$ cat src/rtl/updown_mod_counter.sv
// updown_mod_counter: up/down modulo counter with saturate/wrap, load, terminal-count pulse and sticky overflow; COUNTER_MATCH_EN adds match_val/match
module updown_mod_counter #(
  parameter int WIDTH = 4,
  parameter longint MODULUS = 16
) (
  input  logic             clk,
  input  logic             rst,
  input  logic             en,
  input  logic             up,
  input  logic             sat,
  input  logic             load,
  input  logic [WIDTH-1:0] load_val,
`ifdef COUNTER_MATCH_EN
  input  logic [WIDTH-1:0] match_val,
  output logic             match,
`endif
  input  logic             clr_ovf,
  output logic [WIDTH-1:0] out,
  output logic             tc,
  output logic             ovf
);
  localparam logic [WIDTH-1:0] max_v = WIDTH'(MODULUS - 1);
  logic             end_ev;
  logic [WIDTH-1:0] ld_v;
  logic [WIDTH-1:0] nxt;
  always_comb begin
    end_ev = en && !load && (up ? out == max_v : out == '0);
    ld_v   = load_val > max_v ? max_v : load_val;
    nxt    = load ? ld_v :
             !en ? out :
             end_ev ? (sat ? out : (up ? '0 : max_v)) :
             up ? out + WIDTH'(1) : out - WIDTH'(1);
  end
  always_ff @(posedge clk or posedge rst) begin
    if (rst) begin
      out <= '0;
      tc  <= 1'b0;
      ovf <= 1'b0;
    end else begin
      out <= nxt;
      tc  <= end_ev;
      ovf <= end_ev || (ovf && !clr_ovf);
    end
  end
`ifdef COUNTER_MATCH_EN
  assign match = !rst && (out == match_val);
`endif
endmodule

$ cat config.mk
export PLATFORM = sky130hd
export DESIGN_NAME = updown_mod_counter
export DESIGN_NICKNAME = d
export VERILOG_FILES = /design/src/rtl/updown_mod_counter.sv
export SDC_FILE = /design/constraint.sdc
export NUM_CORES = 1
export LEC_CHECK = 0
export ABC_AREA = 1
export ABC_CLOCK_PERIOD_IN_PS = 1600
export BUFFER_PORTS_ARGS = -buffer_cell sky130_fd_sc_hd__buf_4
export CAP_MARGIN = 20
export CORE_AREA = 4 4 41 43
export DETAILED_ROUTE_END_ITERATION = 10
export DIE_AREA = 0 0 45 47
export MAX_ROUTING_LAYER = met4
export PLACE_DENSITY = 0.66
export SYNTH_ARGS = -nofsm -noshare
export SYNTH_HDL_FRONTEND = slang
export SYNTH_SLANG_ARGS = --single-unit
$ cat constraint.sdc
create_clock -name clk -period 1.6 [get_ports clk]
set_input_delay 0.48 -clock clk [delete_from_list [all_inputs] [get_ports clk]]
set_output_delay 0.48 -clock clk [all_outputs]
set_load 0.02 [all_outputs]
==> results.json <==
{
  "cp.buffers_inverters": 2,
  "max_stage_delay_ns": 0.30,
  "wl_met3_microns": 73,
  "drt_iter0_markers": 8,
  "ff2ff_path_depth": 9,
  "worstMarginPinSlew_ns": 0.2715,
  "port_buffers": 16,
  "antenna_found_initial": 0,
  "die_h_microns": 47,
  "ys.warnings.count": 0,
  "finalMaxSlewViolations": 0,
  "final_common_cell": "nand2_1",
  "n_fill_cell": 134,
  "reg2reg_slack_ns": 0.14,
  "grt_max_degree": 8,
  "clock-sinks": 6,
  "start_util": 0.3644,
  "grt_remaining_overflow": 0,
  "crit_path_end_kind": "register",
  "setup_viol": 0,
  "diodes": 0,
  "synth_top_area_frac": 0.3166,
  "cts_root_buf": "clkbuf_4",
  "worst_hold_path_type": "input pin to async pin",
  "worstSetupPathType": "input pin to register",
  "ios": 17,
  "grtUsageTotal": 0.1314,
  "cts_tree": "done",
  "ys_seq_area_frac": 0.3166,
  "grt_pass1_wl_mm": 1.849,
  "power_per_cell_area_nw_per_um2": 935.9,
  "nNetsFinal": 111,
  "insertion_delay_ns": 0.25,
  "ir_worst_vdd_mv": 0.4907,
  "cap_violations": 0,
  "ys_types": 15,
  "period_share": 0.9481,
  "period_minus_slack_ns": 1.517,
  "synth_area_per_cell_sq_um": 6.679,
  "start_kind": "input pin",
  "synth_area_sq_um": 474.2,
  "wl_met2_microns": 519,
  "finalSetupTns_ns": 0,
  "gp_congestion": 0.8503,
  "cts_made_buffers": 3,
  "ys_seq_elements": 6,
  "drive_gt1_frac": 0.3789,
  "required_ns": 1.79,
  "route.detailed.drc": 0,
  "dpl.hpwl_microns": 911.8,
  "wire_per_inst_microns": 10.26,
  "path_max_fanout": 4,
  "synth_top_area_cell": "dfrtp_1",
  "path_cells": "buf_4 > clkinvlp_4 > ha_4 > or2_2 > nand2_1 > nand2_1 > nand2_1 > nand2_1 > nand2_1 > nand3_2 > nand2_2",
  "synth.net_count": 85,
  "crit_top_cell": "nand2_1",
  "wirelength_mm": 1.129,
  "status": "finished, final reports clean",
  "leakage_nw": 0.3934,
  "cts_setup_buffers": 0,
  "vias_per_cell": 4.582,
  "area_delta_synth_final_pct": 46.97,
  "ant_nets": 0,
  "cp_slowest_cell": "or2_2",
  "r2r-end": "out[3]$_DFFE_PP0P_",
  "slew_headroom": 0.8190,
  "grt_pass1_vias": 445,
  "drtPass1Iterations": 4,
  "wl_met1_microns": 523,
  "fmax_ghz": 0.6592,
  "dieArea_sq_um": 2115,
  "crit_arrival_ns": 1.70,
  "htreeDepth": 1,
  "rr_startpoint": "out[2]$_DFFE_PP0P_",
  "rows": 13,
  "crit_family": "simple AND/OR/NAND/NOR gates",
  "path_clk_slew_ns": 0.04,
  "final_cell_area_sq_um": 696.9,
  "hold_viol_final": 0,
  "dr.max_layer_used": "met4",
  "core_area_sq_um": 1301,
  "cts_buffer_depth": 2,
  "num_vias": 504,
  "final_cell_mix": "nand2_1, buf_4, inv_1",
  "synthTopCellsByArea": "dfrtp_1, nand2_1, inv_1, ha_1, or2_2",
  "placed_cell_area_sq_um": 666.9,
  "rsz0062_at_grt": "no",
  "synth_cells": 71,
  "final.setup_skew_ns": 0.0005657,
  "die_x_microns": 45
}
-- logic make-up (layout without fill, tap and decap cells) --
logic type                 after synthesis  count (layout)  synth area share
buffers and inverters                   11              35           0.08707
and+or+nand+nor                         45              45            0.4222
xor gates and xnor gates                 1               1           0.01847
adders and majority gates                3               3           0.09498
AOI/OAI and AO/OA                        5               5           0.06067
DFF                                      6               6            0.3166
-- power by group --
part           total (mW)  leakage [nW]  internal (mW)  switching (mW)
Sequential          0.212        0.0745          0.176          0.0361
Combinational       0.299         0.305          0.142           0.157
Clock               0.141        0.0138         0.0850          0.0564
-- stage by stage --
stage          hold slack, ns  setup WS [ns]  utilization  power [mW]  std cells
3_3_place_gp           0.4077        -0.1737       0.5125      0.5025        107
2_1_floorplan          0.2710        0.02804            -      0.3856         71
5_1_grt                0.1550       0.001345       0.5356      0.7119        110
6_report               0.1489        0.08309       0.5356      0.6523        110
4_1_cts                0.1519        0.08607       0.5298      0.6541        110
3_5_place_dp           0.4138        -0.1737       0.5125      0.5081        107
-- Yosys cell counts --
cell type and instances:
inv_1 11, fa_1 1, o21ai_0 3, nor2_2 2, nand4_1 2, nand3_1 4
xor2_1 1, nor2_1 5, nand3_2 1, a21oi_1 1, dfrtp_1 6, o21ai_2 1
nand2_1 27, or2_2 4, ha_1 2
-- per-layer routing --
| metal | GRT usage | vias up |
|---|---|---|
| li1 | - | 268 |
| met1 | 0.1505 | 216 |
| met2 | 0.2006 | 18 |
| met3 | 0.04598 | 2 |
| met4 | 0.07018 | 0 |
| met5 | - | - |
-- worst reg2reg max path: stages, from the launching register on --
cell     delay, ns
dfrtp_1       0.41
ha_4          0.25
or2_2         0.30
nand2_1       0.07
nand2_1       0.05
nand2_1       0.06
nand2_1       0.05
nand2_1       0.07
nand3_2       0.09
nand2_2       0.06
-- worst max path at each step --
| stage | start | slack (ns) | end | cells past startpoint |
|---|---|---|---|---|
| final | up | 0.08 | out[3]$_DFFE_PP0P_ | 11 |
| after global routing | out[2]$_DFFE_PP0P_ | 0.001 | out[2]$_DFFE_PP0P_ | 9 |
| after CTS | up | 0.09 | out[3]$_DFFE_PP0P_ | 10 |
| after detailed placement | up | -0.17 | out[3]$_DFFE_PP0P_ | 10 |
| after global placement | up | -0.17 | out[3]$_DFFE_PP0P_ | 10 |
| after floorplan | up | 0.03 | out[3]$_DFFE_PP0P_ | 9 |
-- repair_timing --
action / 4_1_cts / 5_1_grt
resized for setup: 0 / 2
setup endpoints to repair: 0 / 1
hold buffers: 0 / 0
-- layout make-up --
type / instances / area, sq um / share of cell area
multi-input combinational: 54 / 302.8 / 0.4345
timing repair buffer: 21 / 157.7 / 0.2262
sequential: 6 / 150.1 / 0.2154
inverter: 11 / 45.04 / 0.06463
clock buffer: 3 / 22.52 / 0.03232
tap: 15 / 18.77 / 0.02693
-- state kept, by name, indices dropped and copies added, names as in the netlist --
register / cells
out: 4
ovf: 1
tc: 1
(Power assumes the default switching activity.)
